==> src/rtl/uart_cmd_rx.sv <==
// uart_cmd_rx: 8N1 UART receiver with 16x oversampling plus a small framed
// command parser that drives the mode select and the frame-dump request.
//
// Handshake: every output strobe (rx_valid, frame_err, transmit_req, cmd_err)
// is a registered single-cycle pulse with no ready/backpressure; a consumer
// must take rx_data in the same cycle rx_valid is high. rx_data holds the last
// good byte until the next good byte replaces it.
module uart_cmd_rx #(
  parameter int         CLK_HZ   = 100_000_000,
  parameter int         BAUD     = 115200,
  parameter logic [2:0] SEL_INIT = 3'b000
) (
  input  logic       clk,
  input  logic       clr,
  input  logic       rxd,
  output logic [7:0] rx_data,
  output logic       rx_valid,
  output logic       frame_err,
  output logic [2:0] output_select,
  output logic       transmit_req,
  output logic       cmd_err
);

  // Clocks per oversample tick, rounded to nearest; never below one clock.
  localparam int DIV_RAW = (CLK_HZ + BAUD * 8) / (BAUD * 16);
  localparam int DIV     = (DIV_RAW < 1) ? 1 : DIV_RAW;
  localparam int DIV_W   = (DIV > 1) ? $clog2(DIV) : 1;

  localparam logic [7:0] BYTE_SYNC   = 8'hA5;
  localparam logic [7:0] BYTE_SETSEL = 8'h01;
  localparam logic [7:0] BYTE_DUMP   = 8'h02;
  localparam logic [7:0] BYTE_DEFSEL = 8'h03;

  typedef enum logic [2:0] {
    RX_IDLE  = 3'd0,
    RX_START = 3'd1,
    RX_DATA  = 3'd2,
    RX_STOP  = 3'd3,
    RX_BREAK = 3'd4
  } rx_state_e;

  typedef enum logic [1:0] {
    P_HUNT = 2'd0,
    P_CMD  = 2'd1,
    P_ARG  = 2'd2
  } p_state_e;

  // ---------------------------------------------------------------------
  // Input synchroniser and oversample tick divider
  // ---------------------------------------------------------------------
  logic             rxd_s1_q, rxd_s1_d;
  logic             rxd_s2_q, rxd_s2_d;
  logic [DIV_W-1:0] div_q, div_d;
  logic             tick;
  logic             rxs;

  assign rxs  = rxd_s2_q;
  assign tick = (div_q == DIV_W'(DIV - 1));

  // Next values for the synchroniser chain and the free-running divider.
  always_comb begin
    rxd_s1_d = rxd;
    rxd_s2_d = rxd_s1_q;
    div_d    = tick ? '0 : div_q + 1'b1;
  end

  // Sync flops preset to idle-high so reset never looks like a start bit edge.
  always_ff @(posedge clk or posedge clr) begin
    if (clr) begin
      rxd_s1_q <= 1'b1;
      rxd_s2_q <= 1'b1;
      div_q    <= '0;
    end else begin
      rxd_s1_q <= rxd_s1_d;
      rxd_s2_q <= rxd_s2_d;
      div_q    <= div_d;
    end
  end

  // ---------------------------------------------------------------------
  // Receive FSM
  // ---------------------------------------------------------------------
  rx_state_e  rx_state_q, rx_state_d;
  logic [3:0] sub_q, sub_d;
  logic [2:0] bit_q, bit_d;
  logic [7:0] shreg_q, shreg_d;
  logic [7:0] rx_data_q, rx_data_d;
  logic       rx_valid_q, rx_valid_d;
  logic       frame_err_q, frame_err_d;

  // Receive state register.
  always_ff @(posedge clk or posedge clr) begin
    if (clr) begin
      rx_state_q <= RX_IDLE;
    end else begin
      rx_state_q <= rx_state_d;
    end
  end

  // Receive next-state: sampling decisions happen on ticks, BREAK exits on any clock.
  always_comb begin
    rx_state_d = rx_state_q;
    case (rx_state_q)
      RX_IDLE: begin
        if (tick && !rxs) rx_state_d = RX_START;
      end
      RX_START: begin
        // Mid start bit: a high line here was only a glitch.
        if (tick && (sub_q == 4'd7)) rx_state_d = rxs ? RX_IDLE : RX_DATA;
      end
      RX_DATA: begin
        if (tick && (sub_q == 4'd15) && (bit_q == 3'd7)) rx_state_d = RX_STOP;
      end
      RX_STOP: begin
        // Leaving at mid stop bit gives a half bit of slack for the next start.
        if (tick && (sub_q == 4'd15)) rx_state_d = rxs ? RX_IDLE : RX_BREAK;
      end
      RX_BREAK: begin
        if (rxs) rx_state_d = RX_IDLE;
      end
      default: rx_state_d = RX_IDLE;
    endcase
  end

  // Receive datapath and strobes: bit counters, shift register, byte/error pulses.
  always_comb begin
    sub_d       = sub_q;
    bit_d       = bit_q;
    shreg_d     = shreg_q;
    rx_data_d   = rx_data_q;
    rx_valid_d  = 1'b0;
    frame_err_d = 1'b0;
    case (rx_state_q)
      RX_IDLE: begin
        if (tick && !rxs) begin
          sub_d = 4'd0;
          bit_d = 3'd0;
        end
      end
      RX_START: begin
        if (tick) begin
          if (sub_q == 4'd7) begin
            sub_d = 4'd0;
            bit_d = 3'd0;
          end else begin
            sub_d = sub_q + 4'd1;
          end
        end
      end
      RX_DATA: begin
        if (tick) begin
          if (sub_q == 4'd15) begin
            // LSB arrives first, so shift in from the top.
            shreg_d = {rxs, shreg_q[7:1]};
            sub_d   = 4'd0;
            bit_d   = bit_q + 3'd1;
          end else begin
            sub_d = sub_q + 4'd1;
          end
        end
      end
      RX_STOP: begin
        if (tick) begin
          if (sub_q == 4'd15) begin
            sub_d = 4'd0;
            if (rxs) begin
              rx_data_d  = shreg_q;
              rx_valid_d = 1'b1;
            end else begin
              frame_err_d = 1'b1;
            end
          end else begin
            sub_d = sub_q + 4'd1;
          end
        end
      end
      RX_BREAK: begin
        sub_d = 4'd0;
      end
      default: begin
        sub_d = 4'd0;
        bit_d = 3'd0;
      end
    endcase
  end

  // Receive datapath registers.
  always_ff @(posedge clk or posedge clr) begin
    if (clr) begin
      sub_q       <= 4'd0;
      bit_q       <= 3'd0;
      shreg_q     <= 8'd0;
      rx_data_q   <= 8'd0;
      rx_valid_q  <= 1'b0;
      frame_err_q <= 1'b0;
    end else begin
      sub_q       <= sub_d;
      bit_q       <= bit_d;
      shreg_q     <= shreg_d;
      rx_data_q   <= rx_data_d;
      rx_valid_q  <= rx_valid_d;
      frame_err_q <= frame_err_d;
    end
  end

  // ---------------------------------------------------------------------
  // Command parser: A5 <cmd> [arg]
  // ---------------------------------------------------------------------
  p_state_e   p_state_q, p_state_d;
  logic [2:0] sel_q, sel_d;
  logic       treq_q, treq_d;
  logic       cerr_q, cerr_d;

  // Parser state register.
  always_ff @(posedge clk or posedge clr) begin
    if (clr) begin
      p_state_q <= P_HUNT;
    end else begin
      p_state_q <= p_state_d;
    end
  end

  // Parser next-state: steps once per good byte, a framing error forces a resync.
  always_comb begin
    p_state_d = p_state_q;
    if (frame_err_q) begin
      p_state_d = P_HUNT;
    end else if (rx_valid_q) begin
      case (p_state_q)
        P_HUNT: begin
          if (rx_data_q == BYTE_SYNC) p_state_d = P_CMD;
        end
        P_CMD: begin
          case (rx_data_q)
            BYTE_SETSEL: p_state_d = P_ARG;
            BYTE_SYNC:   p_state_d = P_CMD;
            default:     p_state_d = P_HUNT;
          endcase
        end
        P_ARG:   p_state_d = P_HUNT;
        default: p_state_d = P_HUNT;
      endcase
    end
  end

  // Parser outputs: mode select update and command pulses.
  always_comb begin
    sel_d  = sel_q;
    treq_d = 1'b0;
    cerr_d = 1'b0;
    if (!frame_err_q && rx_valid_q) begin
      case (p_state_q)
        P_CMD: begin
          case (rx_data_q)
            BYTE_SETSEL: sel_d  = sel_q;
            BYTE_SYNC:   sel_d  = sel_q;
            BYTE_DUMP:   treq_d = 1'b1;
            BYTE_DEFSEL: sel_d  = SEL_INIT;
            default:     cerr_d = 1'b1;
          endcase
        end
        P_ARG: begin
          // Only three select bits exist; upper argument bits are don't-care.
          sel_d = rx_data_q[2:0];
        end
        default: sel_d = sel_q;
      endcase
    end
  end

  // Parser output registers.
  always_ff @(posedge clk or posedge clr) begin
    if (clr) begin
      sel_q  <= SEL_INIT;
      treq_q <= 1'b0;
      cerr_q <= 1'b0;
    end else begin
      sel_q  <= sel_d;
      treq_q <= treq_d;
      cerr_q <= cerr_d;
    end
  end

  assign rx_data       = rx_data_q;
  assign rx_valid      = rx_valid_q;
  assign frame_err     = frame_err_q;
  assign output_select = sel_q;
  assign transmit_req  = treq_q;
  assign cmd_err       = cerr_q;

endmodule

==> config.mk <==
export PLATFORM = sky130hd
export DESIGN_NAME = uart_cmd_rx
export DESIGN_NICKNAME = d
export VERILOG_FILES = /design/src/rtl/uart_cmd_rx.sv
export SDC_FILE = /design/constraint.sdc
export NUM_CORES = 1
export LEC_CHECK = 0
export ABC_AREA = 1
export BUFFER_PORTS_ARGS = -buffer_cell sky130_fd_sc_hd__buf_2
export CAP_MARGIN = 0
export CORE_AREA = 2 2 102 104
export DETAILED_ROUTE_END_ITERATION = 16
export DIE_AREA = 0 0 104 106
export PLACE_DENSITY = 0.36
export REMOVE_ABC_BUFFERS = 1
export SYNTH_ARGS = -nofsm -noshare
export SYNTH_HDL_FRONTEND = slang
export SYNTH_SLANG_ARGS = --single-unit
==> constraint.sdc <==
create_clock -name clk -period 1.8 [get_ports clk]
set_input_delay 0.27 -clock clk [delete_from_list [all_inputs] [get_ports clk]]
set_output_delay 0.27 -clock clk [all_outputs]
set_load 0.03 [all_outputs]
==> results.json <==
{
  "synth_area_um2": 2227,
  "drc": 0,
  "multiInputGateArea_um2": 987.2,
  "start_util": 0.2227,
  "die_y_um": 106,
  "synth-seq-cells": 43,
  "rsz0062_at_grt": "no",
  "synth-edff-count": 0,
  "dp_hpwl_mm": 3.308,
  "layout.cells.non_filler": 421,
  "setup_viol_count_final": 0,
  "power_uw": 1619,
  "grt_pass1_wl_mm": 8.038,
  "hp-start": "rxd",
  "grt_start_max_net_pins": 30,
  "cts_tree": "done",
  "cp.required_ns": 1.98,
  "vias": 1673,
  "cts_buffer_depth": 2,
  "initialDrtViolationCount": 76,
  "finalWirelength_mm": 4.466,
  "synth_ff_type": "dfrtp_1",
  "routedWlPerCell_um": 10.61,
  "rows": 37,
  "antennaDiodeCount": 0,
  "fill_cells": 1121,
  "setup_tns_ns": 0,
  "post-place-cells": 412,
  "antenna_found_initial": 0,
  "cp_max_fo": 15,
  "cts.sinks": 43,
  "clk_latency_ns": 0.29,
  "worstReg2RegStart": "div_q[1]$_DFF_PP0_",
  "core_area_um2": 10000,
  "grt_pass1_vias": 1675,
  "peakVddDrop_mv": 0.2453,
  "hold-path-cell-count": 1,
  "ys_top_cells_by_area": "dfrtp_1 (46%), nand2_1 (10%), o21ai_2 (5.9%)",
  "fin_worst_skew_ns": 0.007569,
  "grt_use_total": 0.08949,
  "finalNetCount": 292,
  "postRouteAntennaNets": 0,
  "yosysTopAreaCell": "dfrtp_1",
  "vias_per_cell": 3.974,
  "worst_slew_pin_slew_ns": 0.3605,
  "crit_path_start_kind": "register",
  "r2r_end": "rx_data[0]$_DFFE_PP0P_",
  "drtPass1Iterations": 4,
  "finalHoldViolCount": 0,
  "drv_cap": 0,
  "synth.most_common_cell": "nand2_1",
  "ff2ff_path_depth": 9,
  "period_share": 0.8931,
  "place_ws_ns": 0.1639,
  "synth_top_area_frac": 0.4607,
  "regArea_um2": 1079,
  "fmax_ghz": 0.6221,
  "cts_setup_buffers": 0,
  "path_clk_slew_ns": 0.09,
  "postSynthAreaPerCell_um2": 8.566,
  "synth_cells": 260,
  "synth_cell_type_count": 27,
  "cts_made_buffers": 5,
  "overflow": 0,
  "crit_type": "register to register",
  "async_reset_ff_frac": 1.000,
  "synthToLayoutAreaGrowth_pct": 16.01,
  "relSlewSlack": 0.7575,
  "cts.htree.levels": 2,
  "slew_violations": 0,
  "io_buffers": 17,
  "crit_path_end_kind": "register",
  "leakagePower_uw": 0.001267,
  "cp.arrival_ns": 1.79,
  "pin_count": 18,
  "yosys_warnings": 0,
  "p_per_area_nw_per_um2": 626.7,
  "min_period_ns": 1.608,
  "setup_slack_ns": 0.1925,
  "min_path_type": "input port to register",
  "r2r_slack_ns": 0.19,
  "die_area_um2": 11020,
  "min_to": "rxd_s1_q$_DFF_PP1_",
  "synth_seq_area_share": 0.4843,
  "drive_gt1_frac": 0.2246,
  "cts_root_buf": "clkbuf_8",
  "status": "finished clean",
  "fp.dieW_um": 104,
  "synthTopCellsByCount": "nand2_1 (61), dfrtp_1 (41), inv_1 (33)",
  "place_congestion": 0.7539
}
-- stage by stage --
step                      area, um^2    util  hold slack, ns
after floorplan                 2201       -          0.2745
after global placement          2484  0.2484          0.2694
after detailed placement        2484  0.2484          0.2701
after CTS                       2579  0.2579         0.05951
after global routing            2584  0.2584         0.05801
final                           2584  0.2584         0.06753
-- metal layers --
metal	wire length [um]	part of all wire	up-vias	GRT usage
met5	0	0	-	0
met4	53	0.012	0	0.02896
met3	131	0.029	5	0.02330
met2	2009	0.45	17	0.1396
met1	2271	0.51	774	0.1211
li1	-	-	877	-
-- power breakdown --
| group | internal [uW] | leakage (uW) | switching, uW |
|---|---|---|---|
| registers | 969 | 0.000580 | 1.97 |
| logic | 7.71 | 0.000646 | 22.5 |
| clock network | 272 | 0.0000412 | 346 |
-- worst max-delay path by stage --
stage / startpoint / endpoint
2_1_floorplan: div_q[1]$_DFF_PP0_ / rx_data[0]$_DFFE_PP0P_
3_3_place_gp: div_q[1]$_DFF_PP0_ / rx_data[0]$_DFFE_PP0P_
3_5_place_dp: div_q[1]$_DFF_PP0_ / rx_data[0]$_DFFE_PP0P_
4_1_cts: div_q[1]$_DFF_PP0_ / rx_data[0]$_DFFE_PP0P_
5_1_grt: sub_q[0]$_DFFE_PP0P_ / rx_state_q[0]$_DFFE_PP0P_
6_report: div_q[1]$_DFF_PP0_ / rx_data[0]$_DFFE_PP0P_
-- critical path: stages (launching register included) --
cell,delay (ns)
dfrtp_1,0.40
inv_1,0.06
ha_1,0.18
nand3_4,0.11
nor2_8,0.18
nand2_4,0.09
clkinv_4,0.07
nand3_4,0.19
inv_1,0.14
o21ai_0,0.08
-- flip-flops by register name (all words and copies together) (netlist names), 2 cells and up --
signal         count
shreg_q            8
bit_q              3
output_select      3
sub_q              4
div_q              6
rx_state_q         3
p_state_q          2
rx_data            8
-- cell usage in the layout (no fill, tap or decap), types with 2 or more instances in the layout --
cell / netlist / final
nand3b_1: 4 / 4
nand4_1: 3 / 3
nand2_1: 61 / 61
nand3_4: 2 / 2
nor2_1: 25 / 25
a21oi_1: 6 / 6
nor3_1: 6 / 6
inv_1: 33 / 32
nand2_4: 2 / 2
xor2_1: 3 / 3
nor2_2: 3 / 2
o21ai_2: 15 / 15
clkbuf_8: 0 / 5
inv_2: 2 / 3
nand3_1: 21 / 21
nand2_2: 7 / 7
dfstp_2: 2 / 2
ha_1: 5 / 5
dfrtp_1: 41 / 41
o21ai_0: 10 / 10
buf_2: 0 / 17
-- kinds of logic (layout without fill, tap and decap cells) --
group / Yosys count / count (layout) / share of synthesized area
compound gates: 33 / 33 / 0.1051
xor+xnor: 3 / 3 / 0.01180
simple gates: 137 / 137 / 0.2961
buf+inv: 39 / 64 / 0.07472
flops: 43 / 43 / 0.4843
fa+ha+maj: 5 / 5 / 0.02809
-- cell type report --
cell class              count  area share
clock buffers               6     0.02809
flip-flops and latches     43      0.4174
multi-input cells         178      0.3821
repair buffers             20     0.04746
clock inverters             2    0.004843
well taps                 136     0.06586
inverters                  36     0.05424
-- what timing repair did --
| action | in CTS | in global routing |
|---|---|---|
| gates resized for setup | 0 | 1 |
| endpoints found under the setup margin | 0 | 1 |
| hold buffers | 1 | 0 |
| hold endpoints to repair | 14 | 0 |
Power figures use the tool's default switching activity.
